==> config.mk <==
export PLATFORM = sky130hd
export DESIGN_NAME = mem_copy_engine
export DESIGN_NICKNAME = d
export VERILOG_FILES = /design/src/rtl/mem_copy_engine_pkg.sv /design/src/rtl/mem_copy_range_check.sv /design/src/rtl/mem_copy_engine.sv
export SDC_FILE = /design/constraint.sdc
export NUM_CORES = 1
export LEC_CHECK = 0
export ABC_AREA = 1
export BUFFER_PORTS_ARGS = -buffer_cell sky130_fd_sc_hd__buf_2
export CAP_MARGIN = 20
export CORE_ASPECT_RATIO = 0.7
export CORE_MARGIN = 5
export CORE_UTILIZATION = 55
export CTS_CLUSTER_SIZE = 14
export DETAILED_ROUTE_END_ITERATION = 10
export GPL_TIMING_DRIVEN = 0
export HOLD_SLACK_MARGIN = 0.06
export MAX_ROUTING_LAYER = met4
export PLACE_DENSITY = 0.81
export SETUP_SLACK_MARGIN = 0.02
export SLEW_MARGIN = 20
export SYNTH_ARGS = -nofsm -noshare
export SYNTH_HDL_FRONTEND = slang
export SYNTH_SLANG_ARGS = --single-unit
export TNS_END_PERCENT = 50
==> constraint.sdc <==
create_clock -name clk -period 4.26 [get_ports clk]
set_input_delay 0 -clock clk [delete_from_list [all_inputs] [get_ports clk]]
set_output_delay 0 -clock clk [all_outputs]
set_load 0.05 [all_outputs]
==> src/rtl/mem_copy_engine_pkg.sv <==
// -----------------------------------------------------------------------------
// mem_copy_engine_pkg
// Shared definitions for the memory copy engine: the state encodings of the
// copy FSM (3-bit values, also visible on the debug state output) and the
// default size of the target data memory used by the range checks.
// -----------------------------------------------------------------------------
package mem_copy_engine_pkg;

   localparam int MEM_BYTES_DEF = 256;

   localparam logic [2:0] ST_IDLE   = 3'd0;
   localparam logic [2:0] ST_CHECK  = 3'd1;
   localparam logic [2:0] ST_READ   = 3'd2;
   localparam logic [2:0] ST_WRITE  = 3'd3;
   localparam logic [2:0] ST_FINISH = 3'd4;

   typedef enum logic [2:0] {
      S_IDLE   = ST_IDLE,
      S_CHECK  = ST_CHECK,
      S_READ   = ST_READ,
      S_WRITE  = ST_WRITE,
      S_FINISH = ST_FINISH
   } state_e;

endpackage

==> src/rtl/mem_copy_range_check.sv <==
// -----------------------------------------------------------------------------
// mem_copy_range_check
// Combinational legality check of a copy command.
//   src, dst      : byte addresses of the source / destination blocks
//   len           : number of 32-bit words
//   misaligned    : either address is not word aligned
//   out_of_range  : either block runs past the end of the memory
//   overlap       : destination starts strictly inside the source block, so an
//                   ascending copy would overwrite source words before reading
// End addresses are formed at 33 bits so a block that wraps past 2^32 cannot
// appear to be in range.
// -----------------------------------------------------------------------------
module mem_copy_range_check
   import mem_copy_engine_pkg::*;
#(
   parameter int MEM_BYTES = MEM_BYTES_DEF,
   parameter int LEN_W     = 8
) (
   input  logic [31:0]      src,
   input  logic [31:0]      dst,
   input  logic [LEN_W-1:0] len,
   output logic             misaligned,
   output logic             out_of_range,
   output logic             overlap
);

   localparam logic [32:0] MEM_LIMIT = 33'(MEM_BYTES);

   logic [32:0] span;
   logic [32:0] src_end;
   logic [32:0] dst_end;

   always_comb begin
      span    = {{(31-LEN_W){1'b0}}, len, 2'b00};
      src_end = {1'b0, src} + span;
      dst_end = {1'b0, dst} + span;

      misaligned   = (src[1:0] != 2'b00) || (dst[1:0] != 2'b00);
      out_of_range = (src_end > MEM_LIMIT) || (dst_end > MEM_LIMIT);
      overlap      = (dst > src) && ({1'b0, dst} < src_end);
   end

endmodule

==> src/rtl/mem_copy_engine.sv <==
// -----------------------------------------------------------------------------
// mem_copy_engine
// Bus initiator that copies len 32-bit words from src_addr to dst_addr in
// ascending order through a combinational-read data memory.
//   clk, rst_n          : clock (rising edge), asynchronous active-low reset
//   start               : one-cycle command strobe, accepted only when idle
//   src_addr, dst_addr  : byte addresses, sampled with an accepted start
//   len                 : word count, sampled with an accepted start
//   abort               : ends the transfer at the next edge
//   busy, done, err     : status; done is a one-cycle pulse, err is held
//                         until the next accepted start
//   words_done          : words written by the current / last command
//   mem_*               : memory-side bus (all registered)
//   state_dbg           : current FSM state encoding
//
// Handshake: start is a single-cycle strobe with no ready; it takes effect
// only on an edge where the engine is idle, otherwise it is dropped. done
// pulses for exactly one cycle when a command ends for any reason.
//
// Every memory-side output is a flop loaded from the next-state values, so
// address and write data are stable for the whole cycle mem_write is high.
// -----------------------------------------------------------------------------
module mem_copy_engine
   import mem_copy_engine_pkg::*;
#(
   parameter int MEM_BYTES = MEM_BYTES_DEF,
   parameter int LEN_W     = 8
) (
   input  logic             clk,
   input  logic             rst_n,
   input  logic             start,
   input  logic [31:0]      src_addr,
   input  logic [31:0]      dst_addr,
   input  logic [LEN_W-1:0] len,
   input  logic             abort,
   output logic             busy,
   output logic             done,
   output logic             err,
   output logic [LEN_W-1:0] words_done,
   output logic [31:0]      mem_address,
   output logic [31:0]      mem_write_data,
   output logic             mem_read,
   input  logic [31:0]      mem_read_data,
   output logic             mem_write,
   output logic [2:0]       state_dbg
);

   state_e           state_q, state_d;
   logic [31:0]      src_ptr_q, src_ptr_d;
   logic [31:0]      dst_ptr_q, dst_ptr_d;
   logic [LEN_W-1:0] remaining_q, remaining_d;
   logic [LEN_W-1:0] words_done_q, words_done_d;
   logic             err_q, err_d;
   logic [31:0]      data_buf_q, data_buf_d;
   logic             busy_q, busy_d;
   logic             done_q, done_d;
   logic             mem_read_q, mem_read_d;
   logic             mem_write_q, mem_write_d;
   logic [31:0]      mem_address_q, mem_address_d;
   logic [31:0]      mem_wdata_q, mem_wdata_d;

   logic misaligned, out_of_range, overlap;

   // The latched command registers hold the sampled command while in CHECK.
   mem_copy_range_check #(
      .MEM_BYTES(MEM_BYTES),
      .LEN_W    (LEN_W)
   ) u_range_check (
      .src         (src_ptr_q),
      .dst         (dst_ptr_q),
      .len         (remaining_q),
      .misaligned  (misaligned),
      .out_of_range(out_of_range),
      .overlap     (overlap)
   );

   always_comb begin
      state_d      = state_q;
      src_ptr_d    = src_ptr_q;
      dst_ptr_d    = dst_ptr_q;
      remaining_d  = remaining_q;
      words_done_d = words_done_q;
      err_d        = err_q;
      data_buf_d   = data_buf_q;

      case (state_q)
         S_IDLE: begin
            if (start) begin
               src_ptr_d    = src_addr;
               dst_ptr_d    = dst_addr;
               remaining_d  = len;
               words_done_d = '0;
               err_d        = 1'b0;
               state_d      = S_CHECK;
            end
         end
         S_CHECK: begin
            // abort outranks a rejected command, so err stays low on abort
            if (abort) begin
               state_d = S_FINISH;
            end else if (misaligned || out_of_range || overlap) begin
               err_d   = 1'b1;
               state_d = S_FINISH;
            end else if (remaining_q == '0) begin
               state_d = S_FINISH;
            end else begin
               state_d = S_READ;
            end
         end
         S_READ: begin
            if (abort) begin
               state_d = S_FINISH;
            end else begin
               data_buf_d = mem_read_data;
               src_ptr_d  = src_ptr_q + 32'd4;
               state_d    = S_WRITE;
            end
         end
         S_WRITE: begin
            // the write has landed this cycle, so it is counted even on abort
            dst_ptr_d    = dst_ptr_q + 32'd4;
            words_done_d = words_done_q + LEN_W'(1);
            remaining_d  = remaining_q - LEN_W'(1);
            if (abort || (remaining_q == LEN_W'(1))) begin
               state_d = S_FINISH;
            end else begin
               state_d = S_READ;
            end
         end
         S_FINISH: state_d = S_IDLE;
         default:  state_d = S_IDLE;
      endcase

      busy_d        = (state_d != S_IDLE);
      done_d        = (state_d == S_FINISH);
      mem_read_d    = (state_d == S_READ);
      mem_write_d   = (state_d == S_WRITE);
      mem_address_d = '0;
      mem_wdata_d   = '0;
      if (state_d == S_READ) begin
         mem_address_d = src_ptr_d;
      end else if (state_d == S_WRITE) begin
         mem_address_d = dst_ptr_d;
         mem_wdata_d   = data_buf_d;
      end
   end

   always_ff @(posedge clk or negedge rst_n) begin
      if (!rst_n) begin
         state_q       <= S_IDLE;
         src_ptr_q     <= '0;
         dst_ptr_q     <= '0;
         remaining_q   <= '0;
         words_done_q  <= '0;
         err_q         <= 1'b0;
         data_buf_q    <= '0;
         busy_q        <= 1'b0;
         done_q        <= 1'b0;
         mem_read_q    <= 1'b0;
         mem_write_q   <= 1'b0;
         mem_address_q <= '0;
         mem_wdata_q   <= '0;
      end else begin
         state_q       <= state_d;
         src_ptr_q     <= src_ptr_d;
         dst_ptr_q     <= dst_ptr_d;
         remaining_q   <= remaining_d;
         words_done_q  <= words_done_d;
         err_q         <= err_d;
         data_buf_q    <= data_buf_d;
         busy_q        <= busy_d;
         done_q        <= done_d;
         mem_read_q    <= mem_read_d;
         mem_write_q   <= mem_write_d;
         mem_address_q <= mem_address_d;
         mem_wdata_q   <= mem_wdata_d;
      end
   end

   assign busy           = busy_q;
   assign done           = done_q;
   assign err            = err_q;
   assign words_done     = words_done_q;
   assign mem_read       = mem_read_q;
   assign mem_write      = mem_write_q;
   assign mem_address    = mem_address_q;
   assign mem_write_data = mem_wdata_q;
   assign state_dbg      = state_q;

endmodule

==> flow_summary.json <==
{
  "fin_crit_ns": 3.94,
  "swShare_pct": 47.2,
  "hold_violations": 0,
  "synth.avg_cell_area_um2": 6.87,
  "synth_seq_cells": 152,
  "relSlewSlack_pct": 38.9,
  "via_per_inst": 5.75,
  "clkSinkCount": 152,
  "finalWeightedCongestion": 1.05,
  "yosys.area_share.simple_pct": 35.5,
  "grt_max_degree": 80,
  "clk_latency_ns": 0.45,
  "p_comb_share_pct": 45.2,
  "end_kind": "register",
  "fin_ws_ns": 0.316,
  "post-route-period-util_pct": 92.6,
  "ios": 188,
  "muxShareOfSynthArea_pct": 0.0981,
  "wl_met2_um": 19100,
  "status": "completed",
  "setup_tns_ns": 0,
  "grt_pass1_wl_um": 68200,
  "final_common_cell": "nand2_1",
  "async_reset_ff_share_pct": 100,
  "cts_tree": "yes",
  "first_pass_iters": 6,
  "critPathLaunchType": "register",
  "portBuffers": 187,
  "cell_internal_pwr_mw": 3.49,
  "vias": 13100,
  "synth_top_family_by_area": "simple AND/OR/NAND/NOR gates",
  "synth-adder-area-share_pct": 9.07,
  "overflow": 0,
  "synth_compound_area_share_pct": 10.3,
  "antenna_cells": 0,
  "hold_path.class": "input port to register",
  "synthTopCellsByArea": "dfrtp_1 (33%), nand2_1 (16%), ha_1 (8.7%), inv_1 (7.7%), nand3_1 (7.1%)",
  "yosysSeqAreaShare_pct": 33.1,
  "path_class": "register to register",
  "p_seq_share_pct": 31.8,
  "tightest_slew_ns": 0.917,
  "die_h_um": 131,
  "fin_nets": 2174,
  "syn_nets": 1860,
  "syn2layout_area_growth_pct": 26.7,
  "p_switching_mw": 3.11,
  "power.density_nw_per_um2": 454,
  "finClkSkew_ns": 0.0108,
  "cap_violations": 0,
  "cts_max_level": 4,
  "required_ns": 4.64,
  "die_w_um": 183,
  "place_area_um2": 12800,
  "top_layer": "met4",
  "layout_common_cells": "nand2_1 (492), inv_1 (235), buf_2 (188), nor2_1 (157), nand3_1 (156)",
  "drc_errors": 0,
  "place_ws_ns": 0.177,
  "design.die.area_um2": 23900,
  "syn_area_um2": 11500,
  "rsz0062_at_grt": "no",
  "ant_nets": 0,
  "syn_inst": 1670,
  "synth-xor-area-share_pct": 1.97,
  "cts_root_buf": "clkbuf_16",
  "rows": 44,
  "critical_path_arrival_ns": 4.32,
  "wl_met1_um": 18700,
  "yosysWarningCount": 0,
  "grt_pass1_vias": 12100,
  "clk_path_buf_depth": 2,
  "finalInstanceArea_um2": 14500,
  "drive_above_1_share_pct": 15.8,
  "maxSlewViolCount": 0,
  "grt.total_usage_pct": 38.6,
  "total_power_mw": 6.60,
  "crit_fanout": 10,
  "p_clk_share_pct": 23.0,
  "fmax_ghz": 0.254,
  "clkTransAtPathRegs_ns": 0.07,
  "yosysTopAreaCell": "dfrtp_1",
  "synth_edf_count": 0,
  "ys_types": 52,
  "irDropWorstVdd_uv": 318,
  "wl_um": 45900,
  "yosys.area.top_type_share_pct": 33.1,
  "drt-wirelength-per-cell_um": 20.2,
  "numCtsBuffers": 17,
  "coreArea_um2": 20600,
  "drt-initial-drc-count": 2172,
  "power.leakage_nw": 7.71,
  "synth-main-ff-cell": "dfrtp_1",
  "start_util_pct": 55.6,
  "finalSetupViolations": 0,
  "wl_met3_um": 6860,
  "dp_hpwl_um": 35100,
  "antenna_found_initial": 0
}
-- cells by family (layout without fill, tap and decap cells) --
group / Yosys count / after routing
simple gates: 927 / 927
buf+inv: 293 / 619
compound gates: 190 / 190
flops: 152 / 152
fa+ha+maj: 82 / 82
xor+xnor: 25 / 25
mux: 1 / 1
-- critical path, cell delays in order (launching register included) --
cell     delay [ns]
dfrtp_2        0.47
ha_2           0.25
fa_1           0.43
nand3_1        0.14
nand2_2        0.11
nand2_1        0.10
nand2_1        0.08
nand2_1        0.07
nand3_1        0.10
and2_1         0.21
ha_1           0.30
nand2_1        0.08
inv_1          0.06
nand3_1        0.09
nor2_1         0.10
nand2_1        0.06
nor2_1         0.12
nor2_1         0.05
nand2_1        0.06
nand2_1        0.07
nand3_2        0.12
nand4_2        0.14
nand2_4        0.18
buf_6          0.19
nand3_1        0.17
nand2_1        0.11
-- power groups by stage --
stage	registers, mW	clock network [mW]	logic (mW)
after floorplan	1.92	0	1.93
after global placement	2.06	0	2.65
after detailed placement	2.07	0	2.72
after CTS	2.05	1.51	2.82
after global routing	2.11	1.57	3.31
final	2.10	1.52	2.98
-- cells in the mapped netlist, drive strengths merged, types with 7 or more instances --
master / number
a21oi: 55
a22oi: 19
buf: 11
clkbuf: 26
dfrtp: 152
ha: 80
inv: 252
nand2: 506
nand3: 174
nand4: 23
nor2: 173
nor3: 35
nor4: 9
o211ai: 27
o21ai: 50
o221ai: 9
o31ai: 7
xor2: 21
-- layout make-up --
cell class	count	area, µm²
well taps	276	345
repair buffers	295	2040
fillers	1720	6100
plain buffers	37	171
clock inverters	14	143
multi-input cells	1225	6640
clock buffers	17	425
flip-flops and latches	152	3810
inverters	256	961
-- state kept, by name, indices dropped and copies added, names as in the netlist --
signal / cells
busy: 1
done: 1
dst_ptr_q: 32
err: 1
mem_address: 32
mem_read: 1
mem_write: 1
mem_write_data: 32
remaining_q: 8
src_ptr_q: 32
state_dbg: 3
words_done: 8
-- worst paths after layout --
check / startpoint / endpoint / slack, ns / cells after the start
worst max-delay path: remaining_q[0] / mem_address[29] / 0.32 / 25
worst min-delay path: abort / err / 0.1 / 6
worst max register to register: remaining_q[0] / mem_address[29] / 0.32 / 25
worst min register to register: err / err / 0.48 / 2
max in group asynchronous: rst_n / mem_write_data[16] / 3.32 / 3
min in group asynchronous: rst_n / err / 0.11 / 2
-- what timing repair did --
item | 4_1_cts | 5_1_grt
hold endpoints to repair | 279 | 0
hold buffers | 106 | 0
resized for setup | 0 | 25
setup buffers | 0 | 1
endpoints found under the setup margin | 0 | 35
-- stage by stage --
stage                     instances  hold slack, ns  utilization, %
final                          2272          0.0954            70.4
after global placement         2133           0.208            61.8
after floorplan                1670          -0.296               -
after detailed placement       2134       -0.000866            62.0
after global routing           2272           0.119            70.4
after CTS                      2271          0.0656            69.9
-- per-layer routing --
layer  track usage (%)  up-vias
met4              9.88        0
met1              54.8     5983
met3              10.3      119
met5                 -        -
li1                  -     6057
met2              54.9      913
No activity file was read; power rests on OpenSTA's default activity.
